===== src/rtl/cmp_arbiter.sv =====
// cmp_arbiter: round-robin arbiter that shares one combinational comparator
// between two requesters (port 0 = branch resolution, port 1 = set-on-compare).
// Each transaction takes IDLE (accept) -> ISSUE (comparator settles) -> RESP
// (held result until the granted port consumes it).
module cmp_arbiter #(
  parameter int WIDTH   = 32,
  parameter int NUM_OPS = 6
) (
  input  logic             clk,
  input  logic             rst,
  input  logic             req0_valid,
  output logic             req0_ready,
  input  logic [WIDTH-1:0] req0_a,
  input  logic [WIDTH-1:0] req0_b,
  input  logic [2:0]       req0_op,
  input  logic             req1_valid,
  output logic             req1_ready,
  input  logic [WIDTH-1:0] req1_a,
  input  logic [WIDTH-1:0] req1_b,
  input  logic [2:0]       req1_op,
  output logic             resp0_valid,
  input  logic             resp0_ready,
  output logic             resp1_valid,
  input  logic             resp1_ready,
  output logic             resp_data,
  output logic             resp_err,
  output logic [WIDTH-1:0] cmp_a,
  output logic [WIDTH-1:0] cmp_b,
  output logic [2:0]       cmp_op,
  input  logic             cmp_out,
  output logic             busy
);

  typedef enum logic [1:0] {
    IDLE  = 2'd0,
    ISSUE = 2'd1,
    RESP  = 2'd2
  } state_e;

  state_e           state_q, state_d;
  logic             rr_ptr_q, rr_ptr_d;
  logic             grant_id_q, grant_id_d;
  logic             illegal_q, illegal_d;
  logic [WIDTH-1:0] cmp_a_q, cmp_a_d;
  logic [WIDTH-1:0] cmp_b_q, cmp_b_d;
  logic [2:0]       cmp_op_q, cmp_op_d;
  logic             resp_data_q, resp_data_d;
  logic             resp_err_q, resp_err_d;

  // Winner selection: a lone requester always wins; on contention rr_ptr decides.
  logic       any_req;
  logic       win_id;
  logic [2:0] win_op;
  logic       win_illegal;

  assign any_req     = req0_valid | req1_valid;
  assign win_id      = (req0_valid & req1_valid) ? rr_ptr_q : req1_valid;
  assign win_op      = win_id ? req1_op : req0_op;
  assign win_illegal = (int'(win_op) >= NUM_OPS);

  // Next-state, operand capture and request handshake.
  always_comb begin
    state_d     = state_q;
    rr_ptr_d    = rr_ptr_q;
    grant_id_d  = grant_id_q;
    illegal_d   = illegal_q;
    cmp_a_d     = cmp_a_q;
    cmp_b_d     = cmp_b_q;
    cmp_op_d    = cmp_op_q;
    resp_data_d = resp_data_q;
    resp_err_d  = resp_err_q;
    req0_ready  = 1'b0;
    req1_ready  = 1'b0;
    case (state_q)
      IDLE: begin
        if (any_req) begin
          req0_ready = ~win_id;
          req1_ready = win_id;
          cmp_a_d    = win_id ? req1_a : req0_a;
          cmp_b_d    = win_id ? req1_b : req0_b;
          // Illegal ops still drive a defined code so the comparator sees a valid op.
          cmp_op_d   = win_illegal ? 3'b000 : win_op;
          grant_id_d = win_id;
          illegal_d  = win_illegal;
          rr_ptr_d   = ~win_id;
          state_d    = ISSUE;
        end
      end
      ISSUE: begin
        resp_data_d = illegal_q ? 1'b0 : cmp_out;
        resp_err_d  = illegal_q;
        state_d     = RESP;
      end
      RESP: begin
        // Only the granted port's ready can retire the response.
        if (grant_id_q ? resp1_ready : resp0_ready) begin
          state_d = IDLE;
        end
      end
      default: state_d = IDLE;
    endcase
  end

  // State and datapath registers; reset clears everything visible at the ports.
  always_ff @(posedge clk or posedge rst) begin
    if (rst) begin
      state_q     <= IDLE;
      rr_ptr_q    <= 1'b0;
      grant_id_q  <= 1'b0;
      illegal_q   <= 1'b0;
      cmp_a_q     <= '0;
      cmp_b_q     <= '0;
      cmp_op_q    <= 3'b000;
      resp_data_q <= 1'b0;
      resp_err_q  <= 1'b0;
    end else begin
      state_q     <= state_d;
      rr_ptr_q    <= rr_ptr_d;
      grant_id_q  <= grant_id_d;
      illegal_q   <= illegal_d;
      cmp_a_q     <= cmp_a_d;
      cmp_b_q     <= cmp_b_d;
      cmp_op_q    <= cmp_op_d;
      resp_data_q <= resp_data_d;
      resp_err_q  <= resp_err_d;
    end
  end

  assign cmp_a       = cmp_a_q;
  assign cmp_b       = cmp_b_q;
  assign cmp_op      = cmp_op_q;
  assign resp_data   = resp_data_q;
  assign resp_err    = resp_err_q;
  assign resp0_valid = (state_q == RESP) && !grant_id_q;
  assign resp1_valid = (state_q == RESP) &&  grant_id_q;
  assign busy        = (state_q != IDLE);

endmodule


===== config.mk =====
export PLATFORM = sky130hd
export DESIGN_NAME = cmp_arbiter
export DESIGN_NICKNAME = d
export VERILOG_FILES = /design/src/rtl/cmp_arbiter.sv
export SDC_FILE = /design/constraint.sdc
export NUM_CORES = 1
export LEC_CHECK = 0
export CAP_MARGIN = 20
export CORE_ASPECT_RATIO = 0.75
export CORE_MARGIN = 2
export CORE_UTILIZATION = 30
export CTS_BUF_LIST = sky130_fd_sc_hd__clkbuf_8
export CTS_CLUSTER_SIZE = 25
export DETAILED_ROUTE_END_ITERATION = 7
export GPL_ROUTABILITY_DRIVEN = 0
export PLACE_DENSITY_LB_ADDON = 0.1
export SLEW_MARGIN = 0
export SYNTH_ARGS = -nofsm -noshare
export SYNTH_HDL_FRONTEND = slang
export SYNTH_SLANG_ARGS = --single-unit

===== constraint.sdc =====
create_clock -name clk -period 2.2 [get_ports clk]
set_clock_uncertainty 0.05 [all_clocks]
set_input_delay 0.44 -clock clk [delete_from_list [all_inputs] [get_ports clk]]
set_output_delay 0.44 -clock clk [all_outputs]
set_load 0.01 [all_outputs]

==> results.toml, run 1 <==
[final_layout]
antenna_cells = 0
layout.nets = 687
nFillCells = 1058
syn2layout_area_growth_pct = 69.9
drive_above_1_share = 0.0709
register_area_mm2 = 0.00185
multi_input_area_mm2 = 0.00147

[logic_synthesis]
synth-simple-area-share = 0.107
muxShareOfSynthArea = 0.196
synth.distinct_cells = 29
yosysSeqAreaShare = 0.527
synthCells = 328
synth_fp_nets = 469
ys_ff_latch = 74
synthAdderAreaFrac = 0
synth_top_family_by_area = "multiplexers"
synth-xor-area-share = 0
synth_area_mm2 = 0.00351
syn_avg_cell_area_um2 = 10.7
synth_warnings = 0
synth-compound-area-share = 0.114

[power]
p_sw_mw = 2.48
total_leakage_power_nw = 2.70
internal_power_mw = 4.45
pwr-share-seq = 0.345
clkPwrFrac = 0.136
combPwrFrac = 0.519
ir_drop_mv = 0.403
switching_share = 0.358
power.density_mw_per_mm2 = 1160

[sta]
fin_crit_ns = 2.07
tightest_slew_ns = 0.486
hold_viol = 0
fmax_mhz = 483
slew_headroom = 0.676
finalCritPeriodShare = 0.942
rsz0062_at_grt = "false"
setup_viol = 0
final_max_slew_viol_count = 0
hold-worst-slack_ns = 0.436
tns_ns = 0

[global_route]
grt_usage = 0.160
grt_start_max_net_pins = 65
grt_use_met2 = 0.264
grtUsageMet3 = 0.0771
grt_pass1_wl_um = 15500
met1_usage = 0.184
overflow = 0
grt_pass1_vias = 3089
globalRoute.busiestLayer = "met2"
antenna_found_initial = 0

[routing]
drt-total-wl_um = 10100
via_per_inst = 4.49
drtPass1Iterations = 4
dr.first_iter.drc_count = 75
antenna_left = 0
vias = 3118
drt-wirelength-per-cell_um = 14.6
drc = 0

[worst_setup_path]
critical_path_class = "flip-flop to primary output"
startpoint_type = "flip-flop"
r2r-start = "state_q[1]"
reg2reg_to = "cmp_b[19]"
path_max_fanout = 3
arrival_ns = 1.58
reg2reg_slack_ns = 0.47
timing.critical_path.from = "state_q[0]"
critPathCaptureType = "primary output"
reg2reg_depth = 6
worstPathRequired_ns = 1.71

[min_path]
hold_start = "cmp_b[23]"
hold_end = "cmp_b[23]"
worstHoldPathType = "flip-flop to flip-flop"
min_path_cells = 2

[floorplanning]
io_pins = 215
core-area_mm2 = 0.0115
die_width_um = 129
row_count = 34
die_h_um = 97.7
dieArea_mm2 = 0.0126
initial_core_util = 0.306

[status]
status = "completed"

[clock_network]
cts_buffer_depth = 2
clk_pin_slew_ns = 0.07
clk_latency_ns = 0.34
root_buffer = "clkbuf_8"
htreeDepth = 3
cts_made_buffers = 9
tritoncts = "yes"
cts_sinks = 74

[run]
drv_cap = 0

[placement]
place_hpwl_um = 7890
portBuffers = 214
[flip-flops by register name, summed over array words and instances (netlist names)]
signal,flops
cmp_a,32
cmp_b,32
cmp_op,3
state_q,2
grant_id_q,1
illegal_q,1
resp_data,1
resp_err,1
rr_ptr_q,1
[layout by cell type, fill, tap and decap left out]
master | Yosys | layout
clkdlybuf4s50_1 | 0 | 211
dfrtp_1 | 74 | 74
nand2_1 | 69 | 69
mux2i_1 | 65 | 65
o21ai_1 | 64 | 64
buf_4 | 1 | 13
clkbuf_8 | 0 | 11
nor2_1 | 5 | 5
a31oi_1 | 3 | 3
inv_1 | 3 | 3
nand2b_1 | 3 | 3
clkinv_2 | 0 | 3
dlygate4sd2_1 | 0 | 3
nand4b_1 | 2 | 2
nand3b_1 | 2 | 2
a21oi_1 | 2 | 2
mux2_2 | 2 | 2
o21ai_0 | 2 | 2
buf_12 | 1 | 2
nor2_4 | 0 | 1
o21ai_4 | 1 | 1
nand2b_4 | 1 | 1
nand2_8 | 1 | 1
inv_2 | 1 | 1
nand3_1 | 1 | 1
a22o_1 | 1 | 1
clkinvlp_4 | 0 | 1
mux2_4 | 1 | 1
o21ai_2 | 1 | 1
o22ai_1 | 1 | 1
[power groups by stage]
stage / Clock, mW / Sequential [mW] / Combinational (mW)
final: 0.942 / 2.39 / 3.59
after global routing: 1.05 / 2.49 / 3.94
after CTS: 0.984 / 2.40 / 3.65
after detailed placement: 0 / 2.41 / 3.63
after global placement: 0 / 2.37 / 3.59
after floorplan: 0 / 2.68 / 1.44
[critical path: stages, from the launching register on]
cell and delay [ns]:
dfrtp_1 0.42, nand2b_1 0.20, nor2_1 0.10, clkdlybuf4s50_1 0.54
[Yosys cell counts, drive strengths merged]
master | number | area, um2
nand2b | 4 | 32.5
dfrtp | 74 | 1850
mux2 | 3 | 37.5
mux2i | 65 | 651
nand3 | 1 | 5.00
nand3b | 2 | 15.0
inv | 4 | 15.0
nand2 | 70 | 279
buf | 16 | 160
a21oi | 2 | 10.0
o21ai | 68 | 355
o22ai | 1 | 6.26
a31oi | 3 | 18.8
nand4b | 2 | 17.5
a22o | 1 | 8.76
clkbuf | 6 | 22.5
nor2 | 6 | 25.0
[cells by family (layout without fill, tap and decap cells)]
logic type	count (synthesis)	in the layout
flops	74	74
buf+inv	26	248
compound gates	75	75
mux	68	68
simple gates	85	85
[metal layers]
metal	vias up	part of all wire
li1	1564	-
met1	1411	0.42
met2	135	0.46
met3	8	0.11
met4	0	0.0096
met5	-	0
[what timing repair did]
item / in CTS / in global routing
endpoints found under the hold margin: 0 / 0
pin swaps: 1 / 1
endpoints found under the setup margin: 2 / 1
resized for setup: 4 / 0
hold buffers: 0 / 0
setup buffers: 1 / 1
[worst max path at each step]
stage,end,slack (ns)
finish,resp1_valid,0.13
global route,resp0_valid,0.02
CTS,req1_ready,0.02
detailed placement,req0_ready,-0.19
global placement,req0_ready,-0.15
floorplan,req0_ready,0.50
[layout make-up]
cell class,instances,area share
clock buffers,11,0.0254
clock inverters,4,0.00315
inverters,4,0.00315
multi-input cells,228,0.246
flip-flops and latches,74,0.311
well taps,144,0.0302
repair buffers,229,0.382
[through the flow]
step | utilization | power (mW) | std cells | setup slack (ns) | instance area, um2
6_report | 0.519 | 6.93 | 694 | 0.128 | 5960
5_1_grt | 0.519 | 7.47 | 694 | 0.0189 | 5960
3_3_place_gp | 0.503 | 5.97 | 677 | -0.152 | 5780
3_5_place_dp | 0.503 | 6.04 | 677 | -0.186 | 5780
4_1_cts | 0.519 | 7.03 | 693 | 0.0156 | 5960
2_1_floorplan | - | 4.12 | 328 | 0.497 | 3510
Note: power is estimated with default switching activity, not from simulation.
==> run 2: changes to the inputs <==
PLACE_DENSITY = 0.7   (was not set)
PLACE_DENSITY_LB_ADDON = not set   (was 0.1)
==> run 2 against run 1 <==
  * First-iteration DRC count up 37%
  * Critical path depth is the same
  * Total power is 4.3% higher
  * Wire length fell by 3.7%
  * Clock-buffer cell count is the same
  * Fmax decreased by 0.24%
  * Register-to-register slack worse by 0.02 ns
  * Die area stayed put
  * Non-clock buffer count shrank 4
  * Via count is 0.93% lower
  * Critical path type unchanged
==> results.toml, run 2 (synthesized netlist as in run 1, its figures left out) <==
[worst_setup_path]
arrival_ns = 1.59
path_max_fanout = 3
slowest_stage = "clkdlybuf4s50_1"
worstPathRequired_ns = 1.71
crit_chain = "nand2b_1 > nor2_1 > clkdlybuf4s50_1"
startpoint_type = "flip-flop"
slowest_delay_ns = 0.54
critPathCaptureType = "primary output"
critical_path_class = "flip-flop to primary output"

[clock_network]
cts_made_buffers = 9
tritoncts = "yes"
htreeDepth = 3
cts_buffer_depth = 2
root_buffer = "clkbuf_8"
clk_latency_ns = 0.35
cts_sinks = 74
clk_pin_slew_ns = 0.08

[global_route]
overflow = 0
grt_pass1_vias = 3165
grt_usage = 0.159
antenna_found_initial = 0
grt_pass1_wl_um = 15500
grt_start_max_net_pins = 70

[final_layout]
mostFrequentLayoutCell = "clkdlybuf4s50_1"
drive_above_1_share = 0.0676
final_cell_mix = "clkdlybuf4s50_1, dfrtp_1, nand2_1"
antenna_cells = 0
stdcell_count = 691
nFillCells = 1038
syn2layout_area_growth_pct = 71.1
layout.nets = 683

[routing]
drt-wirelength-per-cell_um = 14.1
vias = 3089
drc = 0
antenna_left = 0
drtPass1Iterations = 4
via_per_inst = 4.47
dr.first_iter.drc_count = 103
drt-total-wl_um = 9750

[sta]
slew_headroom = 0.590
fmax_mhz = 481
tightest_slew_ns = 0.616
fin_crit_ns = 2.08
hold_viol = 0
rsz0062_at_grt = "false"
setup_viol = 0
final_max_slew_viol_count = 0
finalCritPeriodShare = 0.944
tns_ns = 0

[min_path]
worstHoldPathType = "flip-flop to flip-flop"

[floorplanning]
io_pins = 215
row_count = 34
dieArea_mm2 = 0.0126
core-area_mm2 = 0.0115
initial_core_util = 0.306
die_width_um = 129
die_h_um = 97.7

[placement]
dp_cells = 674
place_hpwl_um = 7490
portBuffers = 214

[status]
status = "completed"

[power]
total_leakage_power_nw = 2.74
ir_drop_mv = 0.464
power.density_mw_per_mm2 = 1200

[run]
drv_cap = 0
-- run 2: cell types whose count changed in the layout (fill, tap and decap cells not counted) --
cell             previous run  this run
dlymetal6s2s_1              0         2
inv_1                       3         2
buf_4                      13        10
bufinv_16                   0         3
clkdlybuf4s50_1           211       209
clkinv_2                    3         2
buf_12                      2         1
-- run 2: repair_timing --
item | CTS | global route
cloned | 0 | 0
pin swaps | 1 | 0
hold buffers | 0 | 0
setup endpoints to repair | 2 | 2
hold endpoints to repair | 0 | 0
buffers inserted | 1 | 0
resized for setup | 4 | 2
-- run 2: metrics by stage --
step / area, um2 / utilization / power, mW / worst slack, ns / hold slack [ns]
finish: 6010 / 0.523 / 7.23 / 0.123 / 0.435
global route: 6010 / 0.523 / 7.77 / 0.00290 / 0.464
CTS: 6000 / 0.523 / 7.36 / 0.0657 / 0.442
detailed placement: 5740 / 0.500 / 5.99 / -0.152 / 0.424
global placement: 5740 / 0.500 / 5.89 / -0.130 / 0.416
floorplan: 3510 / - / 4.12 / 0.497 / 0.401
-- run 2: layout make-up --
class | instances | area, um2 | share of cell area
clock buffers | 11 | 151 | 0.0252
clock inverters | 5 | 100 | 0.0167
multi-input cells | 228 | 1470 | 0.244
flip-flops and latches | 74 | 1850 | 0.308
repair buffers | 225 | 2240 | 0.373
well taps | 144 | 180 | 0.0300
inverters | 4 | 18.8 | 0.00312
-- run 2: path summary, 6_finish.rpt --
| check | to | slack, ns | cells after the start | start |
|---|---|---|---|---|
| max | resp1_valid | 0.12 | 3 | state_q[0] |
| min | cmp_b[20] | 0.44 | 2 | cmp_b[20] |
| max reg2reg | cmp_op[1] | 0.45 | 8 | state_q[1] |
| min reg2reg | cmp_b[20] | 0.44 | 2 | cmp_b[20] |
| max in group asynchronous | cmp_a[22] | 1.20 | 3 | rst |
| min in group asynchronous | cmp_a[0] | 0.52 | 3 | rst |
-- run 2: where the power goes --
part | total (mW) | switching (mW) | leakage (nW) | internal, mW
clock network | 1.32 | 0.506 | 0.129 | 0.812
registers | 2.39 | 0.357 | 0.910 | 2.03
logic | 3.52 | 1.61 | 1.70 | 1.91
total | 7.23 | 2.48 | 2.74 | 4.75
-- run 2: layer usage --
layer | track usage | up-vias | part of all wire
met2 | 0.263 | 130 | 0.48
met4 | 0.0543 | 0 | 0.013
met3 | 0.0622 | 11 | 0.092
met1 | 0.188 | 1392 | 0.42
li1 | - | 1556 | -
met5 | 0 | - | 0
-- run 2: critical path, delay by kind of cell, from the launching register on --
kind                   cells  cell delay [ns]
and+or+nand+nor            2             0.29
buffers and inverters      1             0.54
DFF                        1             0.42
==> run 3: changes to the inputs <==
ABC_CLOCK_PERIOD_IN_PS = 2200   (was not set)
==> results of run 3 <==
Same layout as run 2: the final DEF is identical, and so are final timing and power.
